## src/rtl/mem_port_arbiter_if.sv

```systemverilog
// Fetch/data requester ports plus the shared memory command port of mem_port_arbiter.
// The master modport is the arbiter's view; slave is the requester/memory side.
interface mem_port_arbiter_if #(
   parameter int ADDR_W = 32
);
   logic              if_req;
   logic [ADDR_W-1:0] if_addr;
   logic              if_gnt;
   logic              if_rvalid;
   logic [31:0]       if_rdata;

   logic              dm_req;
   logic              dm_we;
   logic [ADDR_W-1:0] dm_addr;
   logic [31:0]       dm_wdata;
   logic [3:0]        dm_wstrb;
   logic              dm_gnt;
   logic              dm_rvalid;
   logic [31:0]       dm_rdata;

   logic              mem_req;
   logic              mem_we;
   logic [ADDR_W-1:0] mem_addr;
   logic [31:0]       mem_wdata;
   logic [3:0]        mem_wstrb;
   logic              mem_ack;
   logic [31:0]       mem_rdata;

   logic              err;

   modport master (
      input  if_req, if_addr,
      input  dm_req, dm_we, dm_addr, dm_wdata, dm_wstrb,
      input  mem_ack, mem_rdata,
      output if_gnt, if_rvalid, if_rdata,
      output dm_gnt, dm_rvalid, dm_rdata,
      output mem_req, mem_we, mem_addr, mem_wdata, mem_wstrb,
      output err
   );

   modport slave (
      output if_req, if_addr,
      output dm_req, dm_we, dm_addr, dm_wdata, dm_wstrb,
      output mem_ack, mem_rdata,
      input  if_gnt, if_rvalid, if_rdata,
      input  dm_gnt, dm_rvalid, dm_rdata,
      input  mem_req, mem_we, mem_addr, mem_wdata, mem_wstrb,
      input  err
   );
endinterface

```

## src/rtl/mem_port_arbiter.sv

```systemverilog
// Two-requester (fetch/data) arbiter onto one memory port, one transaction in flight, with timeout.
// Grant registered 1 cycle after req; response 1 cycle after mem_ack. ARB_ROUND_ROBIN_EN selects round robin.
module mem_port_arbiter #(
   parameter int ADDR_W   = 32,
   parameter int MAX_WAIT = 15
) (
   input  logic clk,
   input  logic rst,
   mem_port_arbiter_if.master bus
);
   typedef enum logic {IDLE, BUSY} state_t;

   localparam logic [7:0] MAX_CNT = 8'(MAX_WAIT);

   state_t            state;
   logic [7:0]        wait_cnt;
   logic              owner;        // 1 = data port; also the last requester served
   logic              pick_dm;
   logic [ADDR_W-1:0] sel_addr;
   logic              sel_we;
   logic [31:0]       sel_wdata;
   logic [3:0]        sel_wstrb;

`ifdef ARB_ROUND_ROBIN_EN
   always_comb begin
      pick_dm = bus.dm_req;
      if (bus.dm_req && bus.if_req)
         pick_dm = ~owner;
   end
`else
   always_comb pick_dm = bus.dm_req;
`endif

   // Fetch commands are always reads with no write payload.
   always_comb begin
      sel_addr  = pick_dm ? bus.dm_addr : bus.if_addr;
      sel_we    = pick_dm & bus.dm_we;
      sel_wdata = pick_dm ? bus.dm_wdata : 32'h0;
      sel_wstrb = pick_dm ? bus.dm_wstrb : 4'h0;
   end

   always_ff @(posedge clk or posedge rst) begin
      if (rst) begin
         state         <= IDLE;
         wait_cnt      <= 8'h0;
         owner         <= 1'b0;
         bus.if_gnt    <= 1'b0;
         bus.if_rvalid <= 1'b0;
         bus.if_rdata  <= 32'h0;
         bus.dm_gnt    <= 1'b0;
         bus.dm_rvalid <= 1'b0;
         bus.dm_rdata  <= 32'h0;
         bus.mem_req   <= 1'b0;
         bus.mem_we    <= 1'b0;
         bus.mem_addr  <= '0;
         bus.mem_wdata <= 32'h0;
         bus.mem_wstrb <= 4'h0;
         bus.err       <= 1'b0;
      end else begin
         bus.if_gnt    <= 1'b0;
         bus.dm_gnt    <= 1'b0;
         bus.if_rvalid <= 1'b0;
         bus.dm_rvalid <= 1'b0;
         bus.err       <= 1'b0;
         case (state)
            IDLE: begin
               if (bus.if_req || bus.dm_req) begin
                  owner         <= pick_dm;
                  bus.mem_req   <= 1'b1;
                  bus.mem_we    <= sel_we;
                  bus.mem_addr  <= sel_addr;
                  bus.mem_wdata <= sel_wdata;
                  bus.mem_wstrb <= sel_wstrb;
                  bus.if_gnt    <= ~pick_dm;
                  bus.dm_gnt    <= pick_dm;
                  wait_cnt      <= 8'h0;
                  state         <= BUSY;
               end
            end
            BUSY: begin
               // Ack is checked first so an ack on the last allowed cycle still completes cleanly.
               if (bus.mem_ack) begin
                  bus.mem_req <= 1'b0;
                  wait_cnt    <= 8'h0;
                  state       <= IDLE;
                  if (owner) begin
                     bus.dm_rvalid <= 1'b1;
                     bus.dm_rdata  <= bus.mem_we ? 32'h0 : bus.mem_rdata;
                  end else begin
                     bus.if_rvalid <= 1'b1;
                     bus.if_rdata  <= bus.mem_rdata;
                  end
               end else if (wait_cnt + 8'd1 == MAX_CNT) begin
                  bus.mem_req <= 1'b0;
                  bus.err     <= 1'b1;
                  wait_cnt    <= 8'h0;
                  state       <= IDLE;
                  if (owner) begin
                     bus.dm_rvalid <= 1'b1;
                     bus.dm_rdata  <= 32'h0;
                  end else begin
                     bus.if_rvalid <= 1'b1;
                     bus.if_rdata  <= 32'h0;
                  end
               end else begin
                  wait_cnt <= wait_cnt + 8'd1;
               end
            end
            default: state <= IDLE;
         endcase
      end
   end
endmodule
```

## src/flat_wrapper.sv

```systemverilog
// flat-port wrapper written by rule: the top's interface ports become plain ports
module mem_port_arbiter_flat 
#(
   parameter int ADDR_W   = 32,
   parameter int MAX_WAIT = 15
)
  (clk, rst, bus_if_req, bus_if_addr, bus_dm_req, bus_dm_we, bus_dm_addr, bus_dm_wdata, bus_dm_wstrb, bus_mem_ack, bus_mem_rdata, bus_if_gnt, bus_if_rvalid, bus_if_rdata, bus_dm_gnt, bus_dm_rvalid, bus_dm_rdata, bus_mem_req, bus_mem_we, bus_mem_addr, bus_mem_wdata, bus_mem_wstrb, bus_err);
  mem_port_arbiter_if #(.ADDR_W(ADDR_W)) bus_i ();
  input  logic clk;
  input  logic rst;
  input wire logic [$bits(bus_i.if_req)-1:0] bus_if_req;
  input wire logic [$bits(bus_i.if_addr)-1:0] bus_if_addr;
  input wire logic [$bits(bus_i.dm_req)-1:0] bus_dm_req;
  input wire logic [$bits(bus_i.dm_we)-1:0] bus_dm_we;
  input wire logic [$bits(bus_i.dm_addr)-1:0] bus_dm_addr;
  input wire logic [$bits(bus_i.dm_wdata)-1:0] bus_dm_wdata;
  input wire logic [$bits(bus_i.dm_wstrb)-1:0] bus_dm_wstrb;
  input wire logic [$bits(bus_i.mem_ack)-1:0] bus_mem_ack;
  input wire logic [$bits(bus_i.mem_rdata)-1:0] bus_mem_rdata;
  output wire logic [$bits(bus_i.if_gnt)-1:0] bus_if_gnt;
  output wire logic [$bits(bus_i.if_rvalid)-1:0] bus_if_rvalid;
  output wire logic [$bits(bus_i.if_rdata)-1:0] bus_if_rdata;
  output wire logic [$bits(bus_i.dm_gnt)-1:0] bus_dm_gnt;
  output wire logic [$bits(bus_i.dm_rvalid)-1:0] bus_dm_rvalid;
  output wire logic [$bits(bus_i.dm_rdata)-1:0] bus_dm_rdata;
  output wire logic [$bits(bus_i.mem_req)-1:0] bus_mem_req;
  output wire logic [$bits(bus_i.mem_we)-1:0] bus_mem_we;
  output wire logic [$bits(bus_i.mem_addr)-1:0] bus_mem_addr;
  output wire logic [$bits(bus_i.mem_wdata)-1:0] bus_mem_wdata;
  output wire logic [$bits(bus_i.mem_wstrb)-1:0] bus_mem_wstrb;
  output wire logic [$bits(bus_i.err)-1:0] bus_err;
  assign bus_i.if_req = bus_if_req;
  assign bus_i.if_addr = bus_if_addr;
  assign bus_i.dm_req = bus_dm_req;
  assign bus_i.dm_we = bus_dm_we;
  assign bus_i.dm_addr = bus_dm_addr;
  assign bus_i.dm_wdata = bus_dm_wdata;
  assign bus_i.dm_wstrb = bus_dm_wstrb;
  assign bus_i.mem_ack = bus_mem_ack;
  assign bus_i.mem_rdata = bus_mem_rdata;
  assign bus_if_gnt = bus_i.if_gnt;
  assign bus_if_rvalid = bus_i.if_rvalid;
  assign bus_if_rdata = bus_i.if_rdata;
  assign bus_dm_gnt = bus_i.dm_gnt;
  assign bus_dm_rvalid = bus_i.dm_rvalid;
  assign bus_dm_rdata = bus_i.dm_rdata;
  assign bus_mem_req = bus_i.mem_req;
  assign bus_mem_we = bus_i.mem_we;
  assign bus_mem_addr = bus_i.mem_addr;
  assign bus_mem_wdata = bus_i.mem_wdata;
  assign bus_mem_wstrb = bus_i.mem_wstrb;
  assign bus_err = bus_i.err;
  mem_port_arbiter #(.ADDR_W(ADDR_W), .MAX_WAIT(MAX_WAIT)) u_core (.clk(clk), .rst(rst), .bus(bus_i));
endmodule
```

## config.mk

```make
export PLATFORM = sky130hd
export DESIGN_NAME = mem_port_arbiter_flat
export DESIGN_NICKNAME = d
export VERILOG_FILES = /design/src/rtl/mem_port_arbiter_if.sv /design/src/rtl/mem_port_arbiter.sv /design/src/flat_wrapper.sv
export SDC_FILE = /design/constraint.sdc
export NUM_CORES = 1
export LEC_CHECK = 0
export ABC_AREA = 1
export CAP_MARGIN = 0
export CELL_PAD_IN_SITES_DETAIL_PLACEMENT = 0
export CELL_PAD_IN_SITES_GLOBAL_PLACEMENT = 1
export CORE_UTILIZATION = 33
export CTS_CLUSTER_DIAMETER = 120
export CTS_CLUSTER_SIZE = 28
export DETAILED_ROUTE_END_ITERATION = 6
export GPL_ROUTABILITY_DRIVEN = 0
export HOLD_SLACK_MARGIN = 0.15
export PLACE_DENSITY = 0.92
export SLEW_MARGIN = 20
export SYNTH_ARGS = -nofsm -noshare
export SYNTH_HDL_FRONTEND = slang
export SYNTH_SLANG_ARGS = --single-unit
```

## constraint.sdc

```tcl
create_clock -name clk -period 11.2 [get_ports clk]
set_input_delay 1.68 -clock clk [delete_from_list [all_inputs] [get_ports clk]]
set_output_delay 1.68 -clock clk [all_outputs]
set_load 0.05 [all_outputs]
```

After elaboration in Yosys (flattened, before gate mapping)

Index checks and enable logic that the tools add are counted.

Flip-flop bits (word level): 149
Bits in latches: 0
RAM bits: 0
Bits in read-only memories: 0
Output and inout bits: 139
Word-level logic and storage cells: 68
Memories: 0

Add/sub/neg operators: 1
$mul: 0
Div/mod/pow operators: 0
$lt $le $gt $ge: 0
Equal/unequal tests: 3
Shift-type cells: 0
Muxes and demuxes: 39
Bitwise operators: 4
Reduce and logical (&&, ||, !) cells: 6

Operators with widths:

| cell                  | count |
|---|---|
| $mux W32              | 11 |
| $mux W8               | 3 |
| $mux W1               | 21 |
| $pmux W8 S2           | 1 |
| $add A8 B1 Y8 const B | 1 |
| $eq A8 B4 Y1 const B  | 1 |
| $reduce_and A3 Y1     | 2 |
| $mux W4               | 1 |
| $pmux W1 S2           | 2 |
| $reduce_and A2 Y1     | 2 |
| $ne A3 B3 Y1 const B  | 1 |
| $not A1 Y1            | 3 |
| $ne A2 B1 Y1 const B  | 1 |
| $reduce_bool A2 Y1    | 1 |
| $and A1 B1 Y1         | 1 |
| $logic_or A1 B1 Y1    | 1 |

Longest topological paths before layout

Gate-level depths: netlist (run 1).

Word-level depth: 5
Mapped depth: 12
Gate-level depth less buffers: 11

Least setup slack after synthesis (run 1)

OpenSTA, ideal clock, no wires.

Path type: input -> register
Start point: input bus_dm_req
End point: register u_core.bus.mem_wdata[10]
Setup time: 67 ps
Arrival time: 2538 ps
Path slack: 8595 ps
Stages: 5
Cell sequence: nand2_1 inv_1 clkbuf_1 clkbuf_1 a22o_1

Word-level cells in the longest chain between the ends: 2
Elaborated cells on any way between the ends: 3
Those cells by class: mux (1); reduce/logical (2)

RTL lines:

| element                            | line                      | source |
|---|---|---|
| start, declared                    | flat_wrapper.sv:13        | `input wire logic [$bits(bus_i.dm_req)-1:0] bus_dm_req;` |
| $logic_or A1 B1 Y1                 | mem_port_arbiter.sv:67    | `if (bus.if_req \|\| bus.dm_req) begin` |
| $reduce_and A2 Y1 (no source line) | --                        |  |
| end signal, assigned               | mem_port_arbiter.sv:72    | `bus.mem_wdata <= sel_wdata;` |
| end, declared                      | mem_port_arbiter_if.sv:37 | `output mem_req, mem_we, mem_addr, mem_wdata, mem_wstrb,` |

Parallel ways exist; a longest one is shown, timed or not.
A chain may end at the register's enable or synchronous reset.

Final worst setup path (run 1)

Start point: register u_core.bus.mem_req
End point: output bus_mem_req

RTL lines:

| element                | line                      | source |
|---|---|---|
| start, declared        | mem_port_arbiter_if.sv:37 |  |
| start signal, assigned | mem_port_arbiter.sv:53    | `bus.mem_req <= 1'b0;` |
| start signal, assigned | mem_port_arbiter.sv:69    | `bus.mem_req <= 1'b1;` |
| start signal, assigned | mem_port_arbiter.sv:83    | `bus.mem_req <= 1'b0;` |
| end, declared          | flat_wrapper.sv:26        | `output wire logic [$bits(bus_i.mem_req)-1:0] bus_mem_req;` |

No word-level cell between the ends.

==> results of run 1 <==
==> cells in the final DEF (no fill, tap or decap) <==
cell type          n
clkdlybuf4s50_1  274
nand2_1          250
dfrtp_1          148
o21ai_0           71
nand4_1           66
inv_1             45
nor2_1            44
a22o_1            37
clkbuf_16         17
buf_4              8
nand3_1            7
inv_6              6
clkinv_8           6
nand3_4            2
o22ai_1            2
inv_2              2
ha_1               2
inv_8              2
buf_2              2
o21bai_1           1
o21ai_1            1
nand3_2            1
nand2_4            1
clkinv_1           1
a21oi_1            1
clkinv_4           1
clkinvlp_4         1
dfrtp_2            1
==> tightest hold or removal path: cells and delay by family (launching register included) <==
family        cells  cell delay [ns]
simple gates      2             0.10
flops             1             0.34
==> state kept, by name, indices dropped and copies added, names as in the netlist, 4 cells and up <==
register and count:
u_core.bus.dm_rdata 32, u_core.bus.if_rdata 32, u_core.bus.mem_addr 32, u_core.bus.mem_wdata 32, u_core.wait_cnt 8, u_core.bus.mem_wstrb 4
==> metrics by stage <==
step | power (uW) | setup WS [ns] | area [um2]
after global placement | 2440 | 7.43 | 9410
final | 3010 | 7.85 | 10000
after floorplan | 1880 | 5.51 | 6520
after CTS | 3040 | 7.81 | 10000
after detailed placement | 2450 | 7.40 | 9410
after global routing | 3150 | 7.65 | 10000
==> logic make-up (layout without fill, tap and decap cells) <==
kind of cell | after synthesis | in the layout
AOI/OAI and AO/OA | 113 | 113
adders and majority gates | 2 | 2
buffers and inverters | 105 | 365
DFF | 149 | 149
and+or+nand+nor | 371 | 371
==> metal layers <==
metal	global-route usage	vias to the layer above	part of all wire
met4	0.0600	0	0.015
met1	0.240	2790	0.41
li1	-	2937	-
met5	0	-	0
met3	0.0680	23	0.084
met2	0.335	237	0.49
==> report_power, final <==
group	switching, uW	internal [uW]	leakage [uW]
sequential	121	745	0.00190
clock	266	301	0.000290
combinational	1080	489	0.00251
total	1470	1530	0.00470
==> layout make-up <==
class | instances | area (um2) | share of cell area
Clock inverter | 15 | 180 | 0.0180
Tap cell | 265 | 332 | 0.0331
Inverter | 49 | 189 | 0.0189
Timing Repair Buffer | 284 | 2810 | 0.281
Clock buffer | 17 | 425 | 0.0425
Sequential cell | 149 | 3730 | 0.373
Multi-Input combinational cell | 486 | 2340 | 0.234
==> worst max-delay path by stage <==
stage | start | end | slack [ns] | depth (start not counted)
after floorplan | rst | u_core.bus.dm_gnt | 5.51 | 1
after global placement | rst | u_core.state | 7.43 | 3
after detailed placement | rst | u_core.state | 7.40 | 3
after CTS | u_core.bus.mem_wdata[3] | bus_mem_wdata[3] | 7.81 | 1
after global routing | rst | u_core.state | 7.65 | 3
final | u_core.bus.mem_req | bus_mem_req | 7.85 | 1
==> summary.md, run 1 <==
| Metric | Value |
|---|---|
| Compound-Gate Fraction of Synth Area | 0.109 |
| Post-Synthesis Cells | 740 |
| Worst Path Max Fanout | 2 |
| Reg-to-reg critical path startpoint | u_core.wait_cnt[1] |
| Fillers | 1,857 |
| Simple-gate portion of the synthesized area | 0.246 |
| Most common cell in the netlist | nand2_1 |
| Final Skew | 0.0102 ns |
| Clock Latency Late Sink | 0.42 ns |
| Pin count of the biggest net entering global routing | 91 |
| Diodes inserted | 0 |
| Hold Path Class | reg2reg |
| Synth area leaders | dfrtp_1, nand2_1, nand4_1, o21ai_0, a22o_1 |
| Slew @ Worst Pin | around 0.92 ns |
| Final core utilization | 0.516 |
| Synth cell count leaders | nand2_1, dfrtp_1, o21ai_0, nand4_1, inv_1 |
| Multiplexer share of the synthesized area | 0 |
| Slew Limit Fails | 0 |
| Router iterations before antenna repair | 5 |
| Outcome | complete, no violations |
| Synth top area share | 0.572 |
| Hold path depth | 2 |
| Vias in the first global route | approximately 6k |
| Clock Path Buffers | 2 |
| Yosys warnings | 0 |
| Die Wd | 143 um |
| Die ar. | 20,300 um2 |
| Fin cells | 1,265 |
| Largest family of logic cells by synthesized area | simple AND/OR/NAND/NOR gates |
| Post-Syn Area | 6520 um2 |
| CP endpoint kind | primary output |
| RSZ-0062 raised after global routing | false |
| Drc violations | 0 |
| WP data arrival | 1.67 ns |
| P_leak | 0.00470 uW |
| P&R area growth vs syn | 53.5% |
| Boundary Pins | 277 |
| CP startpoint kind | flip-flop |
| Row count | 51 |
| Worst vdd ir | roughly 0.00014 V |
| Clk sinks | 149 |
| R2r endpoint | u_core.bus.dm_rdata[22] |
| Post-synth top flop | dfrtp_1 |
| First-pass GRT wire length | 31.1 mm |
| Die H | 143 um |
| Gr usage total | 0.199 |
| Worst hold start | u_core.bus.if_rdata[21] |
| Iter 0 DRT Violations | 300 |
| Syn_area_per_cell | 8.82 um2 |
| Critical path class | reg2out |
| Postcts setup bufs | 0 |
| Worst path top cell family by delay | buffers and inverters |
| H-Tree Depth | 4 |
| Synth cell types | 21 |
| GRT overflow | 0 |
| Hold_buf cts | 0 |
| Share of cells above drive strength 1 | 0.0500 |
| Hpwl dp | 13.4 mm |
| Yosys top cell by area | dfrtp_1 |
| Slew HR | 0.386 |
| XOR/XNOR Fraction of Synth Area | 0 |
| Vias | 5,987 |
| Slowest CP cell | clkdlybuf4s50_1 |
| Final WL | approximately 20 mm |
| Inst Count DP | 1,233 |
| Clock Root Buffer | clkbuf_16 |
| Pwr/cell area | ~300 nW/um2 |
| Worst-path clk slew | 0.07 ns |
| Final antenna-violating net count | 0 |
| Initial Utilization | 0.336 |
| Port bufs | between 200 and 300 |
| WL per Instance | 15.6 um |
| Achievable Freq | between 200 and 300 MHz |
| CTS tree | built |
| Synthesized flop and latch total | about 150 |
| EDFF count, synth | 0 |
| TritonCTS buffer count | 17 |
| Worst Hold Endpoint | u_core.bus.if_rdata[21] |
| Core Box Area | 19,400 um2 |
| Final Critical Period | 3.35 ns |
| Slowest cell delay on critical path | 0.90 ns |
| Reg2reg path depth | 11 |
| NumNets Final | between 1k and 1.5k |
| Post-route clock period utilization | 0.299 |
| Hold_ws | 0.470 ns |
| Initial antenna violation count | 0 |
| Asr flop ratio synth | 1.00 |
| Max Cap Viol | 0 |
| Setup Viol. Count Final | 0 |
| CTS resizes | 0 |
| R2r setup slk | around 8.7 ns |
| Via density | approximately 4.7 |
| Post-synthesis sequential area ratio | 0.572 |
| Setup TNS | 0 ns |
| Crit-path cells | clkdlybuf4s50_1 |
| Req. time, crit path | 9.52 ns |
| Adder-cell share of the synthesized area | 0.00384 |
| Buf/Inv on CP | 1 |
| Final Hold Vio Count | 0 |
| Syn Nets | slightly below 900 |
Note: power is estimated with default switching activity, not from simulation.
==> run 2, diff against run 1 <==
--- a/config.mk
+++ b/config.mk
@@ -9,13 +9,13 @@
 export CAP_MARGIN = 0
 export CELL_PAD_IN_SITES_DETAIL_PLACEMENT = 0
 export CELL_PAD_IN_SITES_GLOBAL_PLACEMENT = 1
-export CORE_UTILIZATION = 33
+export CORE_UTILIZATION = 31
 export CTS_CLUSTER_DIAMETER = 120
 export CTS_CLUSTER_SIZE = 28
 export DETAILED_ROUTE_END_ITERATION = 6
 export GPL_ROUTABILITY_DRIVEN = 0
 export HOLD_SLACK_MARGIN = 0.15
-export PLACE_DENSITY = 0.92
+export PLACE_DENSITY = 0.87
 export SLEW_MARGIN = 20
 export SYNTH_ARGS = -nofsm -noshare
 export SYNTH_HDL_FRONTEND = slang
==> constraint.sdc (replaced) <==
create_clock -name clk -period 3.25 [get_ports clk]
set_input_delay 0.4875 -clock clk [delete_from_list [all_inputs] [get_ports clk]]
set_output_delay 0.4875 -clock clk [all_outputs]
set_load 0.05 [all_outputs]
==> summary.md, run 2 (same netlist as run 1, synthesis figures left out) <==
| Metric | Value |
|---|---|
| Outcome | complete, no violations |
| Die ar. | 21,600 um2 (+6.4%) |
| Req. time, crit path | 3.60 ns (-5.92 ns) |
| CP startpoint kind | flip-flop |
| Port bufs | 276 (unchanged) |
| WL per Instance | 15.4 um (-1.1%) |
| Clk sinks | 149 (unchanged) |
| First-pass GRT wire length | 31.5 mm (+1.2%) |
| Final core utilization | 0.492 (-0.0241) |
| Via density | 4.67 (-1.4%) |
| H-Tree Depth | 4 (unchanged) |
| Die H | 147 um (+3.1%) |
| WP data arrival | 2.62 ns (+0.95 ns) |
| Clock Path Buffers | 2 (unchanged) |
| Pwr/cell area | 1030 nW/um2 (+240%) |
| Slowest CP cell | dfrtp_2 |
| CTS resizes | 0 (unchanged) |
| Crit-path cells | inv_1, nand2_1, nand2_1, inv_2, buf_12, a22o_1 |
| Final antenna-violating net count | 0 (unchanged) |
| Hold Path Class | in2reg |
| Critical path class | reg2reg |
| CP most frequent cell | nand2_1 |
| Clock Latency Late Sink | 0.43 ns (about the same) |
| Hold_buf cts | 0 (unchanged) |
| Commonest non-fill, non-tap cell in the layout | clkdlybuf4s50_1 |
| Die Wd | 147 um (+3.1%) |
| Vias in the first global route | 5,838 (-0.92%) |
| Slowest cell delay on critical path | 0.74 ns (-0.16 ns) |
| Worst vdd ir | 0.000510 V (+260%) |
| Clock Root Buffer | clkbuf_16 |
| Slew @ Worst Pin | 0.989 ns (+0.0681 ns) |
| Worst Path Max Fanout | 50 (+48) |
| Max Cap Viol | 0 (unchanged) |
| Worst-path clk slew | 0.07 ns (about the same) |
| Achievable Freq | 441 MHz |
| Hpwl dp | 13.6 mm (+1.7%) |
| Final WL | 19.6 mm (-0.54%) |
| Gr usage total | 0.186 (-0.0131) |
| GRT overflow | 0 (unchanged) |
| Drc violations | 0 (unchanged) |
| Core Box Area | 20,400 um2 (+5.3%) |
| Slew Limit Fails | 0 (unchanged) |
| Vias | 5,936 (-0.85%) |
| P_leak | 0.00472 uW (+0.38%) |
| Final Skew | 0.0133 ns (+0.00316 ns) |
| Final Hold Vio Count | 0 (unchanged) |
| Share of cells above drive strength 1 | 0.0509 (+0.000898) |
| Setup Viol. Count Final | 0 (unchanged) |
| TritonCTS buffer count | 17 (unchanged) |
| Initial Utilization | 0.319 (-0.0170) |
| CP endpoint kind | flip-flop |
| Boundary Pins | 277 (unchanged) |
| Slew HR | 0.336 (-0.0495) |
| Final Critical Period | between 2 and 2.5 ns |
| Most frequent cells in the layout | clkdlybuf4s50_1, nand2_1, dfrtp_1, o21ai_0, nand4_1 |
| NumNets Final | 1,129 (+0.18%) |
| Setup TNS | 0 ns (unchanged) |
| P&R area growth vs syn | 54.1% |
| Router iterations before antenna repair | 4 (-1) |
| Row count | 52 (+2.0%) |
| Iter 0 DRT Violations | 242 (-19%) |
| Postcts setup bufs | 0 (unchanged) |
| Pin count of the biggest net entering global routing | 150 (+65%) |
| Post-route clock period utilization | 0.698 |
| RSZ-0062 raised after global routing | false |
| Diodes inserted | 0 (unchanged) |
| Initial antenna violation count | 0 (unchanged) |
| CTS tree | built |
-- run 2: per-stage QoR --
stage,instance area [um2],setup WS (ns),cells,hold slack [ns],power [uW]
3_3_place_gp,9450,0.977,1240,0.455,8420
6_report,10100,0.981,1272,0.450,10400
5_1_grt,10100,0.706,1272,0.488,10900
2_1_floorplan,6530,0.888,740,0.520,6470
3_5_place_dp,9450,0.948,1240,0.459,8460
4_1_cts,10100,0.935,1272,0.468,10500
-- run 2: worst max-delay path: cells and delay by family, from the launching register on --
kind / cells / cell delay (ns)
AO/OA/AOI/OAI: 1 / 0.17
buffers and inverters: 3 / 0.91
flip-flops: 1 / 0.74
AND/OR/NAND/NOR: 2 / 0.34
-- run 2: final timing paths --
check / from / depth (start not counted) / endpoint / slack, ns
min in group asynchronous: rst / 3 / u_core.bus.mem_addr[30] / 0.63
worst max register to register: u_core.state / 6 / u_core.bus.mem_wdata[24] / 0.98
worst min-delay path: bus_dm_req / 3 / u_core.owner / 0.45
worst min register to register: u_core.bus.if_rdata[18] / 2 / u_core.bus.if_rdata[18] / 0.47
max in group asynchronous: rst / 3 / u_core.bus.dm_rdata[12] / 1.99
worst max-delay path: u_core.state / 6 / u_core.bus.mem_wdata[24] / 0.98
-- run 2: layout make-up --
| class | count | area, um2 |
|---|---|---|
| fillers | 1954 | 10400 |
| clock buffers | 17 | 425 |
| flip-flops and latches | 149 | 3730 |
| multi-input cells | 486 | 2340 |
| inverters | 49 | 188 |
| well taps | 270 | 338 |
| repair buffers | 286 | 2850 |
| clock inverters | 15 | 175 |
-- run 2: where the power goes --
group	internal, uW	total (uW)	switching (uW)
clock network	1040	1970	932
registers	2570	3020	454
logic	1700	5370	3680
total	5300	10400	5060
-- run 2: metal layers --
| metal | vias up | global-route usage | wire, um |
|---|---|---|---|
| li1 | 2944 | - | - |
| met1 | 2771 | 0.231 | 8410 |
| met2 | 208 | 0.306 | 9230 |
| met3 | 13 | 0.0671 | 1690 |
| met4 | 0 | 0.0479 | 241 |
| met5 | - | 0 | 0 |
==> run 3, diff against run 2 <==
--- a/config.mk
+++ b/config.mk
@@ -9,13 +9,13 @@
 export CAP_MARGIN = 0
 export CELL_PAD_IN_SITES_DETAIL_PLACEMENT = 0
 export CELL_PAD_IN_SITES_GLOBAL_PLACEMENT = 1
-export CORE_UTILIZATION = 31
+export CORE_UTILIZATION = 28
 export CTS_CLUSTER_DIAMETER = 120
 export CTS_CLUSTER_SIZE = 28
 export DETAILED_ROUTE_END_ITERATION = 6
 export GPL_ROUTABILITY_DRIVEN = 0
 export HOLD_SLACK_MARGIN = 0.15
-export PLACE_DENSITY = 0.87
+export PLACE_DENSITY = 0.83
 export SLEW_MARGIN = 20
 export SYNTH_ARGS = -nofsm -noshare
 export SYNTH_HDL_FRONTEND = slang
==> constraint.sdc (replaced) <==
create_clock -name clk -period 1.9 [get_ports clk]
set_input_delay 0.285 -clock clk [delete_from_list [all_inputs] [get_ports clk]]
set_output_delay 0.285 -clock clk [all_outputs]
set_load 0.05 [all_outputs]
==> summary.md, run 3 (same netlist as run 1, synthesis figures left out) <==
| Metric | Value |
|---|---|
| Final Hold Vio Count | 0 (unchanged) |
| Worst vdd ir | 0.000753 V (+48%) |
| Final Skew | 0.0129 ns (-0.000483 ns) |
| RSZ-0062 raised after global routing | true |
| Initial Utilization | 0.286 (-0.0329) |
| Outcome | complete, no violations |
| Max Cap Viol | 0 (unchanged) |
| Gr usage total | 0.172 (-0.0137) |
| Fin cells | 1,334 (+4.9%) |
| Inst Count DP | 1,302 (+5.0%) |
| Final core utilization | 0.461 (-0.0307) |
| Port bufs | 276 (unchanged) |
| Pwr/cell area | 1690 nW/um2 (+64%) |
| Die ar. | 23,900 um2 (+11%) |
| Hold_buf cts | 0 (unchanged) |
| Initial antenna violation count | 0 (unchanged) |
| Critical path class | reg2out |
| Via density | 4.52 (-3.2%) |
| Slew HR | 0.551 (+0.215) |
| M1 wire length | 8.63 mm (+2.6%) |
| CTS tree | built |
| Drc violations | 0 (unchanged) |
| Hpwl dp | 14.6 mm (+7.3%) |
| Slowest CP cell | clkdlybuf4s50_1 |
| Row count | 55 (+5.8%) |
| Buf/Inv on CP | 1 (-2) |
| Final Critical Period | 1.85 ns |
| Crit-path cells | clkdlybuf4s50_1 |
| Hold Path Class | in2reg |
| WP data arrival | 1.57 ns (-1.05 ns) |
| Vias in the first global route | 5,960 (+2.1%) |
| Reg2reg path depth | 11 (+5) |
| Crit path depth | 1 (-5) |
| Clock Root Buffer | clkbuf_16 |
| Top sig layer | met4 |
| Worst Path Max Fanout | 2 (-96%) |
| Router iterations before antenna repair | 6 (+2) |
| Slew Limit Fails | 0 (unchanged) |
| Achievable Freq | roughly 540 MHz |
| Clock Path Buffers | 2 (unchanged) |
| Iter 0 DRT Violations | 279 (+15%) |
| Postcts setup bufs | 0 (unchanged) |
| Hold path depth | 2 (-1) |
| Pin count of the biggest net entering global routing | 75 (-50%) |
| Post-route clock period utilization | 0.975 |
| P&R area growth vs syn | 61.1% |
| Final WL | 20.1 mm (+2.7%) |
| Total power | 17,700 uW (+71%) |
| CP endpoint kind | primary output |
| Clock Latency Late Sink | 0.42 ns (about the same) |
| Die Wd | 155 um (+5.2%) |
| Vias | 6,025 (+1.5%) |
| Die H | 155 um (+5.2%) |
| WL per Instance | 15.1 um (-2.1%) |
| NumNets Final | 1,148 (+1.7%) |
| First-pass GRT wire length | 32.3 mm (+2.3%) |
| Dpl cell area | 9720 um2 (+2.8%) |
| Setup Viol. Count Final | 0 (unchanged) |
| Req. time, crit path | 1.62 ns (-1.98 ns) |
| Clk sinks | 149 (unchanged) |
| Worst path top cell family by delay | buffers and inverters |
| Worst-path clk slew | 0.07 ns (about the same) |
| Met3 wire len | 1.73 mm (+2.2%) |
| Setup slack after layout | 0.0469 ns (-0.934 ns) |
| P_leak | 0.00596 uW (+26%) |
| Diodes inserted | 0 (unchanged) |
| Most frequent cells in the layout | nand2_1, dfrtp_1, clkdlybuf4s50_1, dlymetal6s2s_1, o21ai_0 |
| Core Box Area | 22,800 um2 (+11%) |
| Slowest cell delay on critical path | 0.80 ns (+0.06 ns) |
| Post-Layout Inst Area | 10,500 um2 (+4.5%) |
| TritonCTS buffer count | 17 (unchanged) |
| CP startpoint kind | flip-flop |
| H-Tree Depth | 4 (unchanged) |
| Routed wl met2 | 9.47 mm (+2.6%) |
| Pre-CTS worst setup slack | 0.0365 ns (-0.911 ns) |
| Share of cells above drive strength 1 | 0.0930 (+0.0421) |
| Slew @ Worst Pin | 0.671 ns (-0.318 ns) |
| Final antenna-violating net count | 0 (unchanged) |
| GRT overflow | 0 (unchanged) |
| Commonest non-fill, non-tap cell in the layout | nand2_1 |
| Boundary Pins | 277 (unchanged) |
[run 3: changes by cell type in the layout (fill, tap and decap cells not counted), moves of 2 or more]
cell,delta
clkdlybuf4s50_1,-130
dlymetal6s2s_1,+74
dlygate4sd2_1,+34
buf_4,+28
buf_12,+10
inv_6,+4
buf_6,+3
clkinv_8,-3
inv_8,-3
bufinv_16,+2
nor2_1,-2
nor2_2,+2
[run 3: worst reg2reg max path, cell delays in order, from the launching register on]
cell and delay [ns]:
dfrtp_1 0.40, buf_4 0.15, nand3_1 0.13, o21ai_1 0.15
nand2_1 0.10, nor2_2 0.13, nand3_2 0.10, nand2_4 0.14
nand3_4 0.09, buf_12 0.18, nand2_1 0.08, nand2_1 0.05
[run 3: worst paths after layout]
| kind | to | startpoint | slack [ns] |
|---|---|---|---|
| setup / recovery | bus_mem_wstrb[3] | u_core.bus.mem_wstrb[3] | 0.05 |
| hold / removal | u_core.bus.if_gnt | bus_dm_req | 0.17 |
| setup reg to reg | u_core.bus.if_rdata[20] | u_core.wait_cnt[1] | 0.08 |
| hold reg to reg | u_core.bus.if_rdata[23] | u_core.bus.if_rdata[23] | 0.47 |
| max in group asynchronous | u_core.bus.mem_addr[1] | rst | 1.03 |
| min in group asynchronous | u_core.bus.mem_addr[30] | rst | 0.33 |
[run 3: area by class of cell]
class	count	area, um2
Sequential cell	149	3730
Clock buffer	18	439
Inverter	49	188
Tap cell	313	392
Fill cell	2218	12300
Timing Repair Buffer	305	3220
Multi-Input combinational cell	486	2360
Clock inverter	14	180
[run 3: stage by stage]
stage,TNS [ns],hold WS (ns)
4_1_cts,0,0.166
3_3_place_gp,0,0.454
6_report,0,0.170
2_1_floorplan,-38.74,0.424
5_1_grt,-2.07,0.180
3_5_place_dp,0,0.457
[run 3: repair_timing]
item                                   in CTS  in global routing
setup endpoints to repair                  34                138
pin swaps                                   0                  5
endpoints found under the hold margin       0                  0
gates resized for setup                    34                 81
[run 3: metal layers]
metal	vias up	GRT usage
met5	-	0
met4	0	0.0471
met3	17	0.0611
met2	238	0.281
met1	2778	0.216
li1	2992	-
[run 3: report_power, final]
group | internal [uW] | switching [uW]
logic | 2700 | 6410
registers | 4390 | 684
clock network | 2040 | 1510
total | 9130 | 8600
